File: src/rtl/stepper_pulse_gen.sv
// Step/dir pulse generator for one stepper axis: queued move commands, guaranteed
// pulse width and direction setup, absolute position tracking.
module stepper_pulse_gen #(
  parameter int STEP_W     = 16,
  parameter int DIR_SETUP  = 8,
  parameter int FIFO_DEPTH = 4
) (
  input  logic                          sys_clk,
  input  logic                          sys_rst,
  input  logic                          cmd_valid,
  output logic                          cmd_ready,
  input  logic                          cmd_dir,
  input  logic [15:0]                   cmd_steps,
  input  logic [15:0]                   cmd_period,
  input  logic                          abort,
  output logic                          step,
  output logic                          dir,
  output logic                          busy,
  output logic [$clog2(FIFO_DEPTH):0]   fifo_level,
  output logic [31:0]                   position
);

  localparam int AW = $clog2(FIFO_DEPTH);
  localparam logic [16:0] STEP_W_C  = 17'(STEP_W);
  localparam logic [16:0] P_MIN     = 17'(2 * STEP_W);
  localparam logic [16:0] SETUP_C   = 17'(DIR_SETUP);
  localparam logic [AW:0] DEPTH_C   = (AW+1)'(FIFO_DEPTH);

  typedef enum logic [1:0] {IDLE, SETUP, HIGH, LOW} state_t;

  logic [32:0]   mem_q [FIFO_DEPTH];
  logic [AW-1:0] wr_ptr_q, rd_ptr_q;
  logic [AW:0]   count_q;
  logic          push, do_pop;
  logic          head_dir;
  logic [15:0]   head_steps, head_period;
  logic [16:0]   head_per17, head_eff;

  state_t        state_q, state_d;
  logic [16:0]   timer_q, timer_d;
  logic [15:0]   rem_q, rem_d;
  logic [16:0]   period_q, period_d;
  logic          dir_q, dir_d;
  logic          abort_q, abort_d;
  logic          step_q, dir_out_q, busy_q;
  logic [31:0]   pos_q;

  assign cmd_ready = (count_q != DEPTH_C);
  assign push      = cmd_valid && cmd_ready && !abort;

  always_ff @(posedge sys_clk) begin
    if (push) mem_q[wr_ptr_q] <= {cmd_dir, cmd_steps, cmd_period};
  end

  // Abort flushes by rewinding both pointers; a same-cycle push is already masked.
  always_ff @(posedge sys_clk or posedge sys_rst) begin
    if (sys_rst) begin
      wr_ptr_q <= '0;
      rd_ptr_q <= '0;
      count_q  <= '0;
    end else if (abort) begin
      wr_ptr_q <= '0;
      rd_ptr_q <= '0;
      count_q  <= '0;
    end else begin
      if (push)   wr_ptr_q <= wr_ptr_q + 1'b1;
      if (do_pop) rd_ptr_q <= rd_ptr_q + 1'b1;
      count_q <= count_q + (AW+1)'(push) - (AW+1)'(do_pop);
    end
  end

  assign {head_dir, head_steps, head_period} = mem_q[rd_ptr_q];
  assign head_per17 = {1'b0, head_period};
  assign head_eff   = (head_per17 > P_MIN) ? head_per17 : P_MIN;

  always_comb begin
    state_d  = state_q;
    timer_d  = timer_q;
    rem_d    = rem_q;
    period_d = period_q;
    dir_d    = dir_q;
    abort_d  = abort_q | abort;
    do_pop   = 1'b0;
    unique case (state_q)
      IDLE: do_pop = !abort && (count_q != '0);
      SETUP: begin
        if (abort) state_d = IDLE;
        else if (timer_q == '0) begin
          state_d = HIGH;
          timer_d = STEP_W_C - 17'd1;
        end else timer_d = timer_q - 17'd1;
      end
      HIGH: begin
        if (timer_q == '0) begin
          rem_d = rem_q - 16'd1;
          if (abort_q || abort) state_d = IDLE;
          else begin
            state_d = LOW;
            timer_d = period_q - STEP_W_C - 17'd1;
          end
        end else timer_d = timer_q - 17'd1;
      end
      LOW: begin
        if (abort) state_d = IDLE;
        else if (timer_q == '0) begin
          if (rem_q != '0) begin
            state_d = HIGH;
            timer_d = STEP_W_C - 17'd1;
          end else begin
            state_d = IDLE;
            do_pop  = (count_q != '0);
          end
        end else timer_d = timer_q - 17'd1;
      end
      default: state_d = IDLE;
    endcase
    // A pop decides the next move in the same cycle, so back-to-back moves lose no time.
    if (do_pop && (head_steps != '0)) begin
      rem_d    = head_steps;
      period_d = head_eff;
      if (head_dir != dir_q) begin
        dir_d   = head_dir;
        state_d = SETUP;
        timer_d = SETUP_C - 17'd1;
      end else begin
        state_d = HIGH;
        timer_d = STEP_W_C - 17'd1;
      end
    end
    if (state_d == IDLE) abort_d = 1'b0;
  end

  always_ff @(posedge sys_clk or posedge sys_rst) begin
    if (sys_rst) begin
      state_q   <= IDLE;
      timer_q   <= '0;
      rem_q     <= '0;
      period_q  <= '0;
      dir_q     <= 1'b0;
      abort_q   <= 1'b0;
      step_q    <= 1'b0;
      dir_out_q <= 1'b0;
      busy_q    <= 1'b0;
      pos_q     <= '0;
    end else begin
      state_q   <= state_d;
      timer_q   <= timer_d;
      rem_q     <= rem_d;
      period_q  <= period_d;
      dir_q     <= dir_d;
      abort_q   <= abort_d;
      // Pad-side outputs trail the FSM by one cycle; position moves with the step edge.
      step_q    <= (state_q == HIGH);
      dir_out_q <= dir_q;
      busy_q    <= (state_q != IDLE) || (count_q != '0);
      if ((state_q == HIGH) && !step_q)
        pos_q <= pos_q + (dir_q ? 32'd1 : 32'hFFFF_FFFF);
    end
  end

  assign step       = step_q;
  assign dir        = dir_out_q;
  assign busy       = busy_q;
  assign fifo_level = count_q;
  assign position   = pos_q;

endmodule
File: config.mk
export PLATFORM = sky130hd
export DESIGN_NAME = stepper_pulse_gen
export DESIGN_NICKNAME = d
export VERILOG_FILES = /design/src/rtl/stepper_pulse_gen.sv
export SDC_FILE = /design/constraint.sdc
export NUM_CORES = 1
export LEC_CHECK = 0
export ABC_CLOCK_PERIOD_IN_PS = 3530
export BUFFER_PORTS_ARGS = -buffer_cell sky130_fd_sc_hd__buf_2
export CAP_MARGIN = 15
export CELL_PAD_IN_SITES_DETAIL_PLACEMENT = 1
export CELL_PAD_IN_SITES_GLOBAL_PLACEMENT = 2
export CORE_ASPECT_RATIO = 1.25
export CORE_MARGIN = 1
export CORE_UTILIZATION = 30
export CTS_CLUSTER_SIZE = 10
export DETAILED_ROUTE_END_ITERATION = 7
export PLACE_DENSITY_LB_ADDON = 0.1
export SETUP_SLACK_MARGIN = 0.5
export SYNTH_ARGS = -nofsm -noshare
export SYNTH_HDL_FRONTEND = slang
export SYNTH_SLANG_ARGS = --single-unit
File: constraint.sdc
create_clock -name sys_clk -period 3.53 [get_ports sys_clk]
set_input_delay 0.1765 -clock sys_clk [delete_from_list [all_inputs] [get_ports sys_clk]]
set_output_delay 0.1765 -clock sys_clk [all_outputs]
set_load 0.01 [all_outputs]
Word level (Yosys, flattened, before mapping)
Memory sizes are Yosys's and may differ from the RTL's.
Index checks and enable logic that the tools add are counted.
- register bits: 96
- bits in writable memories: 132
- memories: 1
- memory list (memory ; depth ; bits a word ; rd ports ; clocked after Yosys merged registers in ; wr ports ; RTL line ; source):
    mem_q ; 4 ; 33 ; 1 ; 0 ; 1 ; 31 ; logic [32:0] mem_q [FIFO_DEPTH];
- reductions and logical operators: 24
- $lt $le $gt $ge: 1
- bitwise logic cells: 1
- equal/unequal tests: 9
- multiplexer cells: 37
- add/subtract/negate cells: 9
- operators with widths (kind ; number):
    $mux 17 ; 8
    $mux 16 ; 4
    $pmux 17 s3 ; 1
    $sub 17x1->17 const B ; 2
    $add 32x32->32 ; 1
    $mux 32 ; 1
    $reduce_bool 16->1 ; 2
    $mux 2 ; 13
    $logic_not 17->1 ; 1
    $sub 17x5->17 const B ; 1
    $gt 16x6->1 const B ; 1
    $sub 16x1->16 const B ; 1
    $reduce_bool 2->1 ; 5
    $ne 3x3->1 const B ; 3
    $ne 4x4->1 const B ; 2
    $mux 1 ; 6
    $pmux 2 s3 ; 1
    $logic_and 1x1->1 ; 5
    $reduce_and 5->1 ; 1
    $add 2x1->2 const B ; 2
    $eq 2x2->1 const B ; 2
    $logic_not 2->1 ; 2
    $mux 4 ; 1
    $reduce_and 2->1 ; 2
    other kinds (11) ; 13

Logic depth before layout (Yosys ltp)
Gate-level depths: netlist of run 1.
- depth after elaboration: 9
- mapped depth: 13

Worst setup path after synthesis of run 1
Ideal clock, no wire load.
- kind: register to register
- start: reg dir_q
- end: reg pos_q[30] (netlist: position[30])
- setup slack: -60 ps
- stages on the path, launching flop included: 11
- data required time: 3400 ps
- setup time: 130 ps
- arrival: 3460 ps
- path buffers: 0
- path through: dfrtp_1 -> inv_1 -> ha_1 -> a21o_1 -> a221o_1 -> o311a_1 -> a311o_1 -> a221o_1 -> a311oi_1 -> xor2_1 -> o21ai_1
- word-level cells in the longest chain between the ends: 2
- RTL lines (element ; RTL line ; source):
    from (decl) ; 43 ; logic dir_q, dir_d;
    from (signal assigned) ; 150 ; dir_q <= dir_d;
    $mux 32 ; 157 ; pos_q <= pos_q + (dir_q ? 32'd1 : 32'hFFFF_FFFF);
    $add 32x32->32 ; 157 ;
    to (signal assigned) ; 157 ;
    to (decl) ; 46 ; logic [31:0] pos_q;
No other way between the ends.
A chain may end at the register's enable or synchronous reset.

Final worst setup path of run 1
Same ends and word-level chain as after synthesis.

==> results of run 1 <==
layout by cell type (no fill, tap or decap), types with 34 or more instances in the layout:
cell type / instances
dlygate4sd3_1: 37
edfxtp_1: 132
nor2_1: 46
buf_4: 49
nand2_1: 101
xnor2_1: 34
a21oi_1: 48
dfrtp_1: 94
buf_2: 77
o21ai_0: 44
xor2_1: 34
what timing repair did:
item | CTS | global route
pin swaps | 19 | 15
gates cloned | 2 | 5
setup endpoints to repair | 31 | 55
setup buffers | 28 | 4
endpoints found under the hold margin | 196 | 0
hold buffers | 37 | 0
resized for setup | 57 | 37
cell type report:
cell class | count | area, um^2 | share of cell area (%)
multi-input combinational | 620 | 5040 | 35.0
sequential | 227 | 6340 | 44.0
inverter | 27 | 108 | 0.746
timing repair buffer | 184 | 1490 | 10.3
clock inverter | 5 | 48.8 | 0.338
clock buffer | 47 | 793 | 5.50
tap | 480 | 601 | 4.17
power by group through the flow:
stage | Sequential, mW | Clock [mW] | Combinational (mW)
floorplan | 3.91 | 0 | 3.87
global placement | 3.97 | 0 | 5.58
global route | 4.04 | 2.92 | 7.47
finish | 3.93 | 2.70 | 6.73
detailed placement | 3.97 | 0 | 5.55
CTS | 3.94 | 2.80 | 6.42
routing by layer:
| layer | vias to the layer above | GRT usage, % | wire length, um |
|---|---|---|---|
| li1 | 3745 | - | - |
| met1 | 3823 | 19.4 | 12800 |
| met2 | 118 | 28.4 | 15400 |
| met3 | 40 | 2.63 | 1050 |
| met4 | 0 | 4.29 | 612 |
| met5 | - | 0 | 0 |
worst min-delay path, delay by kind of cell:
family / cells / cell delay [ns]
buffers and inverters: 3 / 1.23
final timing paths:
kind,endpoint,start,slack (ns),depth (start not counted)
max,position[30],dir_q,0.32,11
min,fifo_level[2],sys_rst,0.34,3
max reg2reg,position[30],dir_q,0.32,11
min reg2reg,dir,dir_q,0.44,0
max in group asynchronous,rem_q[3],sys_rst,2.37,4
min in group sys_clk,mem_q[1][11],cmd_period[11],0.38,2
cells by family after synthesis:
group | count (synthesis) | synth area share, %
adders and majority gates | 48 | 5.49
AOI/OAI and AO/OA | 203 | 11.3
buffers and inverters | 59 | 2.23
muxes | 49 | 8.21
DFF | 227 | 56.5
xor gates and xnor gates | 69 | 5.39
and+or+nand+nor | 251 | 10.8
state kept, by name (all words and copies together), names as in the netlist:
signal and flops:
abort_q 1, busy 1, dir 1, dir_q 1, fifo_level 3, mem_q 132
period_q 16, position 32, rd_ptr_q 2, rem_q 16, state_q 2, step 1
timer_q 17, wr_ptr_q 2
==> results.cfg, run 1 <==
[run]
maxCapViolCount = 0

[drt]
routed_via_density = 4.86
drt_iter0_markers = 253
via_count = 7726
firstDrtPassIters = 4
wl_per_cell_um = 18.8
drt-total-wl_um = 29800
final_antenna_net_count = 0
drc = 0

[timing]
skew_ns = 0.0121
setup_violations = 0
grt_setup_unrepaired = yes
worstMarginPinSlew_ns = 0.825
final_hold_viol_count = 0
fmax_mhz = 311
postLayoutSetupSlackWorst_ns = 0.318
period_needed_ns = 3.21
holdWs_ns = 0.338
fin_crit_sh_pct = 91.0
totalNegativeSetupSlack_ns = 0
drv_slew = 0
max_slew_margin_pct = 45.0

[die]
dieArea_mm2 = 0.0382
die_w_um = 175
die_y_um = 218
num_rows = 78
pin_count = 76
core_area_mm2 = 0.0366
start_util_pct = 30.6

[logic_synthesis]
synth_top_area_share_pct = 35.3
synth_area_leaders = edfxtp_1 35%, dfrtp_1 21%, mux4_2 6.6%, ha_1 5.1%, nand2_1 3.4%
synth.most_common_cell = edfxtp_1
synth_cells = 906
syn_area_mm2 = 0.0112
yosysWarningCount = 0
ys_top_cells_by_count = 132 x edfxtp_1, 103 x nand2_1, 95 x dfrtp_1
ys_types = 68
synth-edff-count = 132
synth_top_flop_cell = edfxtp_1
synth_seq_area_share_pct = 56.5
synth_fp_nets = 991
ys_seq_elements = 227
synth_area_leader_cell = edfxtp_1
async_reset_ff_share_pct = 41.9
syn_area_per_cell_um2 = 12.4

[finish]
diodes = 0
fin_area_mm2 = 0.0144
area_growth_pct = 28.5
fillers = 3920
fin_cells = 1590
nets = 1173
final_core_util_pct = 39.4
drive_gt1_share_pct = 25.6

[clock_network]
cts_made_buffers = 28
cts_max_level = 1
clk_path_buf_depth = 3
root_buffer = clkbuf_16
clkTransAtPathRegs_ns = 0.06
clock_latency_ns = 0.55
tritoncts = done
cts_sinks = 227

[power]
p_sw_share_pct = 39.1
power.total_mw = 13.4
combPwrFrac_pct = 50.4
leakage_nw = 5.61
pwr-share-clk_pct = 20.2
peakVddDrop_uv = 415
p_int_mw = 8.14
power.density_mw_per_mm2 = 926
switching_power_mw = 5.22
pwr-share-seq_pct = 29.4

[worst_setup_path]
path_cells = clkinvlp_4 -> buf_6 -> fa_2 -> a21o_1 -> a221o_1 -> o311a_1 -> a311o_1 -> a221o_1 -> a311oi_2 -> xor2_1 -> o21ai_1
cp.buffers_inverters = 2
cp_slowest_cell = dfrtp_1
worst_setup_path_end_kind = flip-flop
critPathRequiredTime_ns = 3.94
cp_max_fo = 6
arrival_ns = 3.63
crit_family = compound AO/OA/AOI/OAI gates
max_stage_delay_ns = 0.39
startpoint_type = flip-flop
cp_common_cell = a221o_1
worstSetupPathType = reg2reg

[grt]
grt-ovfl-total = 0
grt_max_degree = 60
grt_pass1_wl_um = 47600
antenna_found_initial = 0
grt_pass1_vias = 8458
track_usage_pct = 15.8

[place]
io_buffers = 75
place_ws_ns = 0.0555
gp_congestion = 0.747
place_area_mm2 = 0.0124
dpl.cell_count = 1462
hpwl_um = 19300

[min_path]
hp-class = in2async

[status]
status = finished clean
Power figures use the tool's default switching activity.
==> inputs of run 2 (changes only) <==
--- a/config.mk
+++ b/config.mk
@@ -13,8 +13,8 @@
 export CORE_ASPECT_RATIO = 1.25
 export CORE_MARGIN = 1
-export CORE_UTILIZATION = 30
+export CORE_UTILIZATION = 35
 export CTS_CLUSTER_SIZE = 10
 export DETAILED_ROUTE_END_ITERATION = 7
-export PLACE_DENSITY_LB_ADDON = 0.1
+export PLACE_DENSITY = 0.69
 export SETUP_SLACK_MARGIN = 0.5
 export SYNTH_ARGS = -nofsm -noshare
==> constraint.sdc (replaced) <==
create_clock -name sys_clk -period 3.53 [get_ports sys_clk]
set_input_delay 0.706 -clock sys_clk [delete_from_list [all_inputs] [get_ports sys_clk]]
set_output_delay 0.706 -clock sys_clk [all_outputs]
set_load 0.01 [all_outputs]
==> run 2 against run 1 <==
Effect of this change:
- critical path type unchanged
- power is 4.5% lower
- utilization is 4.2 points higher
- count of clock-buffer cells in the layout stayed put
- clock power is 3% lower
- largest cell class unchanged
- worst hold slack better by 0.011 ns
- global-route usage is 0.81 points higher
- combinational power is 7.6% lower
- cell count is 8.2% lower
- register-to-register slack better by 0.04 ns
==> results.cfg, run 2 (synthesis gave the netlist of run 1 again) <==
[worst_setup_path]
cp_common_cell = a221o_1
max_stage_delay_ns = 0.39
cp_slowest_cell = dfrtp_1
cp_max_fo = 8
cp.buffers_inverters = 2
worstSetupPathType = reg2reg
path_cells = clkinvlp_4 -> buf_12 -> fa_2 -> a21o_1 -> a221o_1 -> o311a_1 -> a311o_1 -> a221o_1 -> a311oi_2 -> xor2_1 -> o21ai_1
crit_family = compound AO/OA/AOI/OAI gates
arrival_ns = 3.59
worst_setup_path_end_kind = flip-flop
critPathRequiredTime_ns = 3.95
startpoint_type = flip-flop

[die]
pin_count = 76
die_y_um = 202
start_util_pct = 35.9
die_w_um = 162
core_area_mm2 = 0.0313
num_rows = 72
dieArea_mm2 = 0.0328

[drt]
drc = 0
routed_via_density = 5.15
drt_iter0_markers = 229
firstDrtPassIters = 4
wl_per_cell_um = 18.1
final_antenna_net_count = 0
drt-total-wl_um = 26400
via_count = 7524

[clock_network]
hold_buffers = 0
cts_made_buffers = 28
cts_sinks = 227
clk_path_buf_depth = 3
clkTransAtPathRegs_ns = 0.06
tritoncts = done
clock_latency_ns = 0.54
root_buffer = clkbuf_16
cts_max_level = 1

[grt]
track_usage_pct = 16.6
antenna_found_initial = 0
grt_pass1_vias = 8248
grt_pass1_wl_um = 43600
grt_max_degree = 57
grt-ovfl-total = 0

[finish]
ff_latch_area_mm2 = 0.00634
largest_register = mem_q
multi_input_area_mm2 = 0.00498
drive_gt1_share_pct = 24.1
fin_area_mm2 = 0.0136
final_common_cell = edfxtp_1
area_growth_pct = 21.5
final_cell_mix = 132 x edfxtp_1, 103 x nand2_1, 94 x dfrtp_1
largest_reg_flops = 132
fillers = 3309
nets = 1117
diodes = 0

[timing]
totalNegativeSetupSlack_ns = 0
grt_setup_unrepaired = yes
final_hold_viol_count = 0
setup_violations = 0
drv_slew = 0
skew_ns = 0.0180
max_slew_margin_pct = 39.2
worstMarginPinSlew_ns = 0.911
fmax_mhz = 315
fin_crit_sh_pct = 90.0
period_needed_ns = 3.18

[power]
peakVddDrop_uv = 417
power.density_mw_per_mm2 = 936
leakage_nw = 5.29

[place]
place_area_mm2 = 0.0122
hpwl_um = 18100
io_buffers = 75
gp_congestion = 0.795

[min_path]
hp-class = in2async

[run]
maxCapViolCount = 0

[status]
status = finished clean
[run 2: changes by cell type in the layout (fill, tap and decap cells not counted), sizes merged]
| cell | before | now |
|---|---|---|
| dlygate4sd3 | 37 | 0 |
| buf | 143 | 128 |
| clkbuf | 50 | 47 |
| clkinvlp | 1 | 3 |
| bufbuf | 1 | 0 |
| bufinv | 1 | 0 |
| clkinv | 4 | 3 |
| inv | 26 | 25 |
[run 2: path summary, 6_finish.rpt]
path                           startpoint      endpoint  slack [ns]  cells after the start
max                                 dir_q  position[30]        0.35                     11
min                               sys_rst   wr_ptr_q[0]        0.35                      2
max reg2reg                         dir_q  position[30]        0.35                     11
min reg2reg                         dir_q           dir        0.43                      0
max in group asynchronous         sys_rst   timer_q[11]        2.39                      3
min in group sys_clk       cmd_period[12]  mem_q[3][12]        0.38                      1
[run 2: layer usage]
layer	part of all wire [%]	wire, um	track usage (%)	vias up
met5	0	0	0	-
met4	2.4	622	4.95	0
met3	3.0	791	2.24	40
met2	50	13300	29.2	114
met1	44	11700	21.1	3731
li1	-	-	-	3639
[run 2: report_power, final]
group          total [mW]  switching [mW]  internal, mW
registers            3.93           0.528          3.40
clock network        2.61            1.07          1.54
logic                6.22            3.31          2.90
[run 2: through the flow]
stage / utilization [%] / setup slack (ns) / power (mW) / hold slack, ns / cells
floorplan: - / 0.0117 / 7.78 / 0.411 / 906
finish: 43.6 / 0.354 / 12.8 / 0.349 / 1460
CTS: 42.8 / 0.368 / 12.6 / 0.359 / 1447
detailed placement: 39.1 / 0.0746 / 9.31 / 0.426 / 1383
global route: 43.6 / 0.223 / 13.8 / 0.371 / 1460
global placement: 39.1 / 0.183 / 9.26 / 0.416 / 1383
[run 2: area by class of cell]
cell class	count	share of cell area, %
clock buffer	47	5.89
clock inverter	4	0.193
inverter	27	0.799
multi-input combinational	620	36.5
sequential	227	46.5
tap	407	3.74
timing repair buffer	128	6.30
[run 2: what timing repair did]
action                                  in CTS  in global routing
buffers inserted                            13                 13
hold endpoints to repair                     0                  0
pin swaps                                   15                 12
gates resized for setup                     37                 26
endpoints found under the setup margin      25                 50
==> inputs of run 3 (changes only) <==
- ABC_AREA: default -> 1
- CORE_UTILIZATION: 35 -> 34
- PLACE_DENSITY: 0.69 -> 0.74
==> run 3 against run 2 <==
Effect of this change:
- clock skew is 0.0075 ns lower
- critical path depth is 3 higher
- design area is 3.6% higher
- sequential power is 2% lower
- synthesized cell count is 58% higher
- utilization is 3.8 points lower
- via count is 31% higher
- register-to-register slack better by 0.23 ns
- combinational power is 6.1% higher
- maximum frequency is 7.9% higher
- worst hold slack worse by 0.049 ns
- critical path type unchanged
- largest power group unchanged
- highest routed layer unchanged
==> results.cfg, run 3 <==
[die]
start_util_pct = 34.7
die_w_um = 172
core_area_mm2 = 0.0355
num_rows = 77
dieArea_mm2 = 0.0369
die_y_um = 215
pin_count = 76

[grt]
grt_max_degree = 96
track_usage_pct = 19.2
antenna_found_initial = 0
grt_pass1_wl_um = 55200
grt_pass1_vias = 10400
grt-ovfl-total = 0

[clock_network]
root_buffer = clkbuf_16
cts_made_buffers = 28
clkTransAtPathRegs_ns = 0.06
cts_sinks = 227
cts_max_level = 1
clock_latency_ns = 0.55
hold_buffers = 0
clk_path_buf_depth = 3
tritoncts = done

[power]
power.density_mw_per_mm2 = 929
peakVddDrop_uv = 410
leakage_nw = 6.16

[logic_synthesis]
async_reset_ff_share_pct = 41.9
synth_top_flop_cell = edfxtp_1
syn_area_mm2 = 0.0123
synth-edff-count = 132
synth_top_area_share_pct = 32.2
synth_seq_area_share_pct = 51.6
ys_types = 46
ys_top_cells_by_count = 403 x nand2_1, 159 x nor2_1, 139 x inv_1
synth_cells = 1431
synth_area_leaders = edfxtp_1 32%, dfrtp_1 19%, nand2_1 12%, nor2_1 4.9%, ha_1 4.7%
yosysWarningCount = 0
synth_fp_nets = 1516
synth.most_common_cell = nand2_1
synth_area_leader_cell = edfxtp_1
ys_seq_elements = 227
syn_area_per_cell_um2 = 8.59

[worst_setup_path]
cp.buffers_inverters = 3
cp_slowest_cell = o21ai_0
worstSetupPathType = reg2reg
startpoint_type = flip-flop
arrival_ns = 3.38
critPathRequiredTime_ns = 3.97
max_stage_delay_ns = 0.50
worst_setup_path_end_kind = flip-flop
crit_start = dir_q
path_cells = clkinvlp_4 -> buf_12 -> ha_1 -> nand3_1 -> nand2_1 -> nand2_1 -> nand2_1 -> inv_1 -> o21ai_0 -> nand4_1 -> nand2_1 -> nand2_1 -> nand3_1 -> nand2_1
crit_family = simple AND/OR/NAND/NOR gates
worstReg2RegStart = dir_q
cp_max_fo = 7
cp_common_cell = nand2_1

[place]
place_area_mm2 = 0.0132
hpwl_um = 25000
dpl.cell_count = 1956
io_buffers = 75
gp_congestion = 0.880

[finish]
final_common_cell = nand2_1
area_growth_pct = 14.8
final_cell_mix = 403 x nand2_1, 152 x nor2_1, 136 x inv_1
nets = 1601
fin_cells = 2013
largest_reg_flops = 132
fin_area_mm2 = 0.0141
largest_register = mem_q
drive_gt1_share_pct = 10.9

[drt]
drc = 0
drt_iter0_markers = 313
via_count = 9854
final_antenna_net_count = 0
wl_per_cell_um = 17.1
drt-total-wl_um = 34400
routed_via_density = 4.90
firstDrtPassIters = 4

[timing]
drv_slew = 0
skew_ns = 0.0106
worstMarginPinSlew_ns = 1.10
final_hold_viol_count = 0
totalNegativeSetupSlack_ns = 0
fin_crit_sh_pct = 83.4
max_slew_margin_pct = 26.4
grt_setup_unrepaired = yes
fmax_mhz = 340
period_needed_ns = 2.95
setup_violations = 0

[status]
status = finished clean

[min_path]
hp-class = in2async

[run]
maxCapViolCount = 0
run 3: what timing repair did:
action	CTS	global route
resized for setup	1	10
setup buffers	0	4
pin swaps	0	1
endpoints found under the setup margin	2	28
run 3: logic make-up (layout without fill, tap and decap cells):
logic type	after synthesis	count (layout)	share of synthesized area, %
adder cells (fa/ha/maj)	48	48	5.01
AO/OA/AOI/OAI	217	217	9.96
flip-flops	227	227	51.6
other	0	1	0
buffers and inverters	186	293	6.54
XOR/XNOR	44	44	3.13
AND/OR/NAND/NOR	709	709	23.8
run 3: worst reg2reg max path, delay by kind of cell, from the launching register on:
| family | cells | cell delay, ns |
|---|---|---|
| flops | 1 | 0.47 |
| fa+ha+maj | 1 | 0.33 |
| buf+inv | 3 | 0.51 |
| compound gates | 1 | 0.50 |
| simple gates | 9 | 1.05 |
run 3: worst paths after layout:
kind | end | slack (ns) | cells past startpoint
min | position[24] | 0.30 | 3
max | position[25] | 0.58 | 14
min reg2reg | period_q[0] | 0.49 | 2
max in group asynchronous | timer_q[14] | 2.78 | 3
max reg2reg | position[25] | 0.58 | 14
min in group sys_clk | mem_q[2][1] | 0.37 | 1
run 3: stage by stage:
stage | power (mW) | setup slack, ns | hold slack [ns] | utilization [%]
floorplan | 8.49 | 0.535 | 0.447 | -
global placement | 10.4 | 0.476 | 0.460 | 37.2
detailed placement | 10.5 | 0.405 | 0.473 | 37.2
CTS | 13.2 | 0.526 | 0.323 | 39.6
global route | 14.4 | 0.430 | 0.342 | 39.8
finish | 13.1 | 0.585 | 0.300 | 39.8
run 3: layer usage:
metal,share of wire [%],vias to the layer above,track usage (%)
met4,2.7,0,5.81
met5,0,-,0
met3,3.2,57,2.66
met1,42,4728,22.5
met2,52,142,35.4
li1,-,4927,-
run 3: final cells by class:
class                      instances  area, um^2
clock inverter                     4        17.5
fill                            4263       21300
timing repair buffer              97         578
antenna                            1        2.50
tap                              474         593
clock buffer                      48         827
sequential                       227        6340
multi-input combinational       1018        5210
inverter                         144         548
run 3: report_power, final:
| part | internal (mW) | total, mW | switching [mW] |
|---|---|---|---|
| logic | 2.25 | 6.60 | 4.35 |
| registers | 3.37 | 3.85 | 0.480 |
| clock network | 1.57 | 2.66 | 1.09 |
